$ cat src/rtl/ss_display_arbiter.sv
`default_nettype none
// ============================================================================
// Module      : ss_display_arbiter
// Description : Round-robin arbiter (3 requesters) with minimum hold time that
//               drives a multiplexed two-digit seven-segment display.
//               Optional digit blanking is enabled by macro SS_ARB_BLANK_EN.
// Revision    : 1.0 - initial release
// ============================================================================
module ss_display_arbiter #(
    parameter int SCAN_BITS    = 16,
    parameter int BLANK_CYCLES = 64,
    parameter int HOLD_CYCLES  = 12000000
) (
    input  logic        CLK,
    input  logic        RST,
    input  logic [2:0]  req,
    input  logic [23:0] data,
    output logic [2:0]  grant,
    output logic [6:0]  seg_n,
    output logic        SS_right
);

    localparam int                     c_hold_w    = (HOLD_CYCLES > 1) ? $clog2(HOLD_CYCLES) : 1;
    localparam logic [c_hold_w-1:0]    c_hold_load = c_hold_w'(HOLD_CYCLES - 1);
    localparam logic [SCAN_BITS-1:0]   c_blank     = SCAN_BITS'(BLANK_CYCLES);
    localparam logic [6:0]             c_dash      = 7'b0111111;
    localparam logic [6:0]             c_off       = 7'b1111111;
`ifdef SS_ARB_BLANK_EN
    localparam logic                   c_blank_en  = 1'b1;
`else
    localparam logic                   c_blank_en  = 1'b0;
`endif

    typedef enum logic [1:0] {
        S_IDLE = 2'd0,
        S_HOLD = 2'd1,
        S_OPEN = 2'd2
    } state_t;

    state_t                 r_state;
    state_t                 w_state_next;
    logic [2:0]             r_grant;
    logic [2:0]             w_grant_next;
    logic [1:0]             r_ptr;
    logic [1:0]             w_ptr_next;
    logic [c_hold_w-1:0]    r_hold;
    logic [c_hold_w-1:0]    w_hold_next;
    logic [7:0]             r_disp_val;
    logic [SCAN_BITS-1:0]   r_scan;
    logic [SCAN_BITS-1:0]   w_scan_next;
    logic                   r_ss_right;
    logic                   w_ss_next;
    logic [6:0]             r_seg_n;
    logic [6:0]             w_seg_next;
    logic [1:0]             w_win;
    logic                   w_arb;
    logic [1:0]             w_next_idx;

    // First requester found searching upward (mod 3) from index s.
    function automatic logic [1:0] rr_pick(input logic [2:0] r, input logic [1:0] s);
        logic [2:0] t;
        logic [1:0] idx;
        rr_pick = s;
        for (int k = 2; k >= 0; k--) begin
            t   = {1'b0, s} + 3'(k);
            idx = (t >= 3'd3) ? 2'(t - 3'd3) : t[1:0];
            if (r[idx]) rr_pick = idx;
        end
    endfunction

    function automatic logic [6:0] hex_glyph(input logic [3:0] n);
        case (n)
            4'h0:    hex_glyph = 7'b1000000;
            4'h1:    hex_glyph = 7'b1111001;
            4'h2:    hex_glyph = 7'b0100100;
            4'h3:    hex_glyph = 7'b0110000;
            4'h4:    hex_glyph = 7'b0011001;
            4'h5:    hex_glyph = 7'b0010010;
            4'h6:    hex_glyph = 7'b0000010;
            4'h7:    hex_glyph = 7'b1111000;
            4'h8:    hex_glyph = 7'b0000000;
            4'h9:    hex_glyph = 7'b0010000;
            4'hA:    hex_glyph = 7'b0001000;
            4'hB:    hex_glyph = 7'b0000011;
            4'hC:    hex_glyph = 7'b1000110;
            4'hD:    hex_glyph = 7'b0100001;
            4'hE:    hex_glyph = 7'b0000110;
            default: hex_glyph = 7'b0001110;
        endcase
    endfunction

    assign w_win = rr_pick(req, r_ptr);

    always_comb begin
        w_state_next = r_state;
        w_grant_next = r_grant;
        w_ptr_next   = r_ptr;
        w_hold_next  = r_hold;
        w_arb        = 1'b0;
        case (r_state)
            S_IDLE: begin
                if (|req) w_arb = 1'b1;
            end
            S_HOLD: begin
                if (r_hold == '0) w_state_next = S_OPEN;
                else              w_hold_next  = r_hold - 1'b1;
            end
            S_OPEN: begin
                // Any competing request, or the owner letting go, reopens arbitration.
                if (((req & ~r_grant) != 3'b000) || ((req & r_grant) == 3'b000)) begin
                    if (|req) begin
                        w_arb = 1'b1;
                    end else begin
                        w_state_next = S_IDLE;
                        w_grant_next = 3'b000;
                    end
                end
            end
            default: begin
                w_state_next = S_IDLE;
                w_grant_next = 3'b000;
            end
        endcase
        if (w_arb) begin
            w_state_next = S_HOLD;
            w_grant_next = 3'b001 << w_win;
            w_ptr_next   = (w_win == 2'd2) ? 2'd0 : w_win + 2'd1;
            w_hold_next  = c_hold_load;
        end
    end

    always_ff @(posedge CLK or posedge RST) begin
        if (RST) begin
            r_state <= S_IDLE;
            r_grant <= 3'b000;
            r_ptr   <= 2'd0;
            r_hold  <= '0;
        end else begin
            r_state <= w_state_next;
            r_grant <= w_grant_next;
            r_ptr   <= w_ptr_next;
            r_hold  <= w_hold_next;
        end
    end

    assign w_next_idx  = w_grant_next[2] ? 2'd2 : (w_grant_next[1] ? 2'd1 : 2'd0);
    assign w_scan_next = r_scan + 1'b1;
    assign w_ss_next   = (w_scan_next == '0) ? ~r_ss_right : r_ss_right;

    // Segments track the scan/digit state that becomes visible on the same edge.
    always_comb begin
        w_seg_next = c_dash;
        if (r_grant != 3'b000)
            w_seg_next = hex_glyph(w_ss_next ? r_disp_val[7:4] : r_disp_val[3:0]);
        if (c_blank_en && (w_scan_next < c_blank))
            w_seg_next = c_off;
    end

    always_ff @(posedge CLK or posedge RST) begin
        if (RST) begin
            r_disp_val <= 8'h00;
            r_scan     <= '0;
            r_ss_right <= 1'b0;
            r_seg_n    <= c_off;
        end else begin
            if (w_grant_next != 3'b000) begin
                case (w_next_idx)
                    2'd1:    r_disp_val <= data[15:8];
                    2'd2:    r_disp_val <= data[23:16];
                    default: r_disp_val <= data[7:0];
                endcase
            end
            r_scan     <= w_scan_next;
            r_ss_right <= w_ss_next;
            r_seg_n    <= w_seg_next;
        end
    end

    assign grant    = r_grant;
    assign seg_n    = r_seg_n;
    assign SS_right = r_ss_right;

endmodule
`default_nettype wire

$ cat config.mk
export PLATFORM = sky130hd
export DESIGN_NAME = ss_display_arbiter
export DESIGN_NICKNAME = d
export VERILOG_FILES = /design/src/rtl/ss_display_arbiter.sv
export SDC_FILE = /design/constraint.sdc
export NUM_CORES = 1
export LEC_CHECK = 0
export CORE_MARGIN = 2
export CORE_UTILIZATION = 57
export DETAILED_ROUTE_END_ITERATION = 12
export GPL_ROUTABILITY_DRIVEN = 0
export PLACE_DENSITY_LB_ADDON = 0.3
export RECOVER_POWER = 100
export SLEW_MARGIN = 20
export SYNTH_ARGS = -nofsm -noshare
export SYNTH_HDL_FRONTEND = slang
export SYNTH_SLANG_ARGS = --single-unit
$ cat constraint.sdc
create_clock -name CLK -period 5 [get_ports CLK]
set_input_delay 0.5 -clock CLK [delete_from_list [all_inputs] [get_ports CLK]]
set_output_delay 0.5 -clock CLK [all_outputs]
set_load 0.02 [all_outputs]
Word-level counts from Yosys, hierarchy flattened --
Memories as Yosys holds them, arrays and structs flattened. Index checks and enable logic that the tools add are counted.
Storage, ports and cells: register bits 63, latch bits 0, memory bits (writable) 0, memory bits (read-only) 112, bits of input ports 29, output and inout port bits 11, word-level logic and storage cells 85, memories kept 1
Cells by class: $add $sub $neg 8, $mul 0, div/mod/pow operators 0, order comparisons 6, equality and inequality tests 10, shift operators 1, muxes and demuxes 34, bitwise logic cells 4, reductions and logical operators 13
Memories:
- (name not given) | depth 16, bits a word 7, rd ports 1, clocked after memory_dff 0, wr ports 0, line 72 | case (n)
Operator list (count):
- 24-bit two-way mux | 3
- 24-bit logical NOT | 1
- 2-bit two-way mux | 12
- 24-bit by 1-bit subtractor with 24-bit output, second input constant | 1
- 16-bit by 1-bit adder with 16-bit output, second input constant | 1
- 16-bit logical NOT | 1
- 8-bit one-hot mux with 2 select lines | 1
- 2-bit by 3-bit < comparator with 1-bit output, second input constant | 3
- 3-bit two-way mux | 3
- 3-bit inequality test, second input constant | 3
- 3-bit nonzero test | 3
- 1-bit two-way mux | 7
- 7-bit two-way mux | 1
- 3-bit bitwise AND | 2
- 1-bit binary-select mux with 2-bit select | 3
- 2-bit equality test, second input constant | 3
- 3-bit by 2-bit >= comparator with 1-bit output, second input constant | 2
- 2-bit one-hot mux with 3 select lines | 1
- 3-bit one-hot mux with 2 select lines | 1
- 2-bit subtractor, second input constant | 3
- 2-bit by 1-bit equality test with 1-bit output, second input constant | 2
- 4-bit two-way mux | 1
- 2-bit inequality test, second input constant | 2
- 4-bit AND reduction | 1
- 15 further kinds | 15

Depth between registers and ports, before layout --
depth after elaboration 14, gate-level depth with buffers 14, mapped depth without buffers 14

Least setup slack after synthesis --
OpenSTA, ideal clock, no wires.
kind register -> register, start point reg r_scan[0], end point reg r_seg_n[3] (netlist: seg_n[3]), setup time 82 ps, arrival 3597 ps, required time 4918 ps, slack 1321 ps, cell stages (with the launch flop) 13, path buffers 0, clock period less this slack 3679 ps, path through dfrtp_1 > ha_1 > nand4_2 > or4_4 > mux2i_2 > a2111o_2 > nor4_2 > nor2_2 > mux2i_1 > inv_1 > ha_1 > mux2_2 > a2bb2oi_1
On the way: cells in the longest elaborated chain, start to end 6
RTL lines:
- start, declared | line 49 | logic [SCAN_BITS-1:0] r_scan;
- start signal, assigned | line 173 | r_scan <= w_scan_next;
- 16-bit by 1-bit adder with 16-bit output | line 147 | assign w_scan_next = r_scan + 1'b1;
- 16-bit logical NOT | line 148 | assign w_ss_next = (w_scan_next == '0) ? ~r_ss_right : r_ss_right;
- 1-bit two-way mux | line 148
- 4-bit two-way mux | line 154 | w_seg_next = hex_glyph(w_ss_next ? r_disp_val[7:4] : r_disp_val[3:0]);
- memory 16 x 7 bit
- 7-bit two-way mux | line 153 | if (r_grant != 3'b000)
- named net w_seg_next[3] | line 54 | logic [6:0] w_seg_next;
- end signal, assigned | line 164 | r_seg_n <= c_off;
- end signal, assigned | line 175 | r_seg_n <= w_seg_next;
- end, declared | line 53 | logic [6:0] r_seg_n;
The timed path passes the listed nets, and every way through them passes these cells. A chain may end at the register's enable or synchronous reset.

Worst setup path in the final report --
Same ends and word-level chain as after synthesis.

==> qor.csv <==
metric;value;unit
dp_hpwl;5.98;mm
cts_tree;built;
antenna_found_initial;0;
critical_path_arrival;4.57;ns
finalPower;2.01;mW
io_buffers;39;
ys_ff_latch;63;
cpLargestDelayFamily;simple AND/OR/NAND/NOR gates;
fin_util;66.5;%
rsz0062_at_grt;false;
clock_skew;0.00851;ns
max_freq;0.232;GHz
rows;30;
grt.overflow.total;0;
routedWlPerCell;15.4;um
grt.total_usage;24.0;%
period_minus_slack;4.31;ns
syn_area;3930;um2
worst_pin_slew;2.20;ns
max-vdd-ir-drop;0.267;mV
cts-htree-levels;3;
vias;3148;
maxCapViolations;2;
clk_latency;0.34;ns
finalCritPeriodShare;86.1;%
cellPowerDensity;450;nW/um2
synth_edf_count;0;
slew_headroom;-46.4;%
antenna_left;0;
n_antenna_cell;0;
postSynthAreaPerCell;9.32;um2
final.setup.tns;0;ns
initial_utilization;58.4;%
status;complete, but fails checks;
grt_pass1_vias;3048;
grt_pass1_wl;14.2;mm
clockBufferDepth;2;
nNetsFinal;496;
finalSetupViolCount;0;
crit_chain;ha_1 -> nand4_1 -> or4_1 -> mux2i_1 -> a2111oi_4 -> a31oi_1 -> nor2_1 -> mux2i_1 -> inv_1 -> ha_1 -> mux2_2 -> a2bb2oi_1;
grt_max_degree;40;
slowest_stage;or4_1;
cp-start-kind;flop;
path_clk_slew;0.07;ns
first_pass_iters;4;
die_height;87.0;um
die_w;87.0;um
post_cts_resized;0;
root_buffer;clkbuf_8;
synthArstFlopShare;100;%
drc;0;
cts.sinks;63;
path_class;reg -> reg;
design.core.area;6720;um2
cts_setup_buffers;0;
drive_above_1_share;8.93;%
violations;capacitance limit, slew limit;
seq_area_frac_synth;40.4;%
area_growth;13.8;%
path_max_fanout;7;
drt-total-wl;8.30;mm
fin_ws;0.693;ns
synth.yosys.warnings;0;
synth_cell_types;63;
synthFlopType;dfrtp_1;
cp.required;5.27;ns
holdBufCountCts;0;
place_ws;0.920;ns
viasPerCell;5.84;
slew_violations;50;
io-pin-count;40;
final_hold_viol_count;0;
end_kind;flop;
cts_made_buffers;9;
p_leak;1.88;nW
netlist_instances;421;
synth_nets;462;
cp_slowest_stage_delay;0.62;ns
dieArea;7570;um2
path_buf_inv;1;
min_path_type;reg -> reg;
drtIter0Drc;209;
-- Yosys cell counts (all sizes together), types with 2 or more instances --
master,number,area share (%)
a2111o,3,0.89
a2111oi,4,1.5
a211o,2,0.45
a211oi,2,0.38
a21o,5,0.96
a21oi,10,1.3
a32o,2,0.51
a32oi,2,0.64
and2,7,1.1
and3,3,0.48
buf,5,0.64
clkbuf,13,1.2
dfrtp,56,36
dfstp,7,4.7
ha,12,3.8
inv,24,2.3
mux2,10,2.9
mux2i,17,4.4
nand2,58,5.5
nand2b,6,1.0
nand3,12,1.7
nand4,7,1.3
nor2,31,3.3
nor2b,3,0.48
nor3,13,1.7
nor4,10,2.1
o211ai,4,0.77
o21a,2,0.38
o21ai,21,2.7
o221ai,2,0.45
o22ai,3,0.48
o31ai,5,0.96
or2,2,0.32
or3,8,1.3
or4,7,1.6
or4b,2,0.51
xnor2,20,4.5
xor2,12,2.7
-- flip-flops by register name, summed over array words and instances (netlist names) --
signal	count
r_hold	24
r_ptr	2
SS_right	1
r_disp_val	8
seg_n	7
r_state	2
grant	3
r_scan	16
-- cells by family (layout without fill, tap and decap cells) --
| kind of cell | after synthesis | count (layout) | share of synthesized area, % |
|---|---|---|---|
| AOI/OAI and AO/OA | 74 | 74 | 14.4 |
| and+or+nand+nor | 171 | 171 | 22.8 |
| muxes | 27 | 27 | 7.30 |
| xor gates and xnor gates | 32 | 32 | 7.14 |
| adders and majority gates | 12 | 12 | 3.83 |
| DFF | 63 | 63 | 40.4 |
| buffers and inverters | 42 | 80 | 4.18 |
-- per-stage QoR --
stage / hold slack [ns] / instance area, um2 / cells
6_report: 0.506 / 4470 / 539
4_1_cts: 0.512 / 4550 / 539
3_3_place_gp: 0.493 / 4360 / 524
5_1_grt: 0.541 / 4470 / 539
3_5_place_dp: 0.497 / 4360 / 524
2_1_floorplan: 0.471 / 3930 / 421
-- where the power goes --
group	switching, mW	internal (mW)	total [mW]
logic	0.447	0.376	0.823
registers	0.109	0.633	0.742
clock network	0.192	0.252	0.444
total	0.747	1.26	2.01
-- worst paths after layout --
path,from,slack (ns),to,cells past startpoint
hold reg to reg,r_hold[4]$_DFFE_PP0P_,0.51,r_hold[4]$_DFFE_PP0P_,2
hold / removal,r_hold[4]$_DFFE_PP0P_,0.51,r_hold[4]$_DFFE_PP0P_,2
min in group asynchronous,RST,0.79,r_disp_val[0]$_DFFE_PP0P_,2
max in group asynchronous,RST,1.66,SS_right$_DFF_PP0_,3
setup / recovery,r_scan[0]$_DFF_PP0_,0.69,seg_n[3]$_DFF_PP1_,12
setup reg to reg,r_scan[0]$_DFF_PP0_,0.69,seg_n[3]$_DFF_PP1_,12
-- layout make-up --
| type | instances | area [um2] |
|---|---|---|
| Clock inverter | 4 | 45.0 |
| Tap cell | 80 | 100 |
| Inverter | 24 | 90.1 |
| Timing Repair Buffer | 41 | 398 |
| Sequential cell | 63 | 1590 |
| Multi-Input combinational cell | 316 | 2100 |
| Fill cell | 538 | 2250 |
| Clock buffer | 11 | 151 |
-- tightest hold or removal path, cell delays in order, from the launching register on --
cell and delay, ns:
dfrtp_1 0.34, o31ai_1 0.06, nand3_1 0.07
-- layer usage --
layer	GRT usage (%)	wire length (um)
met1	33.4	3930
met2	37.0	3840
met3	4.45	363
met4	9.80	175
met5	0	0
-- layout by cell type, fill, tap and decap left out, types with 9 or more instances in the layout --
cell,count
a21oi_1,10
clkbuf_8,11
clkdlybuf4s50_1,27
dfrtp_1,56
dlygate4sd3_1,12
ha_1,12
inv_1,24
mux2_2,10
mux2i_1,17
nand2_1,58
nand3_1,12
nor2_1,30
nor3_1,13
nor4_1,9
o21ai_0,19
xnor2_1,20
xor2_1,12
Power figures use the tool's default switching activity.
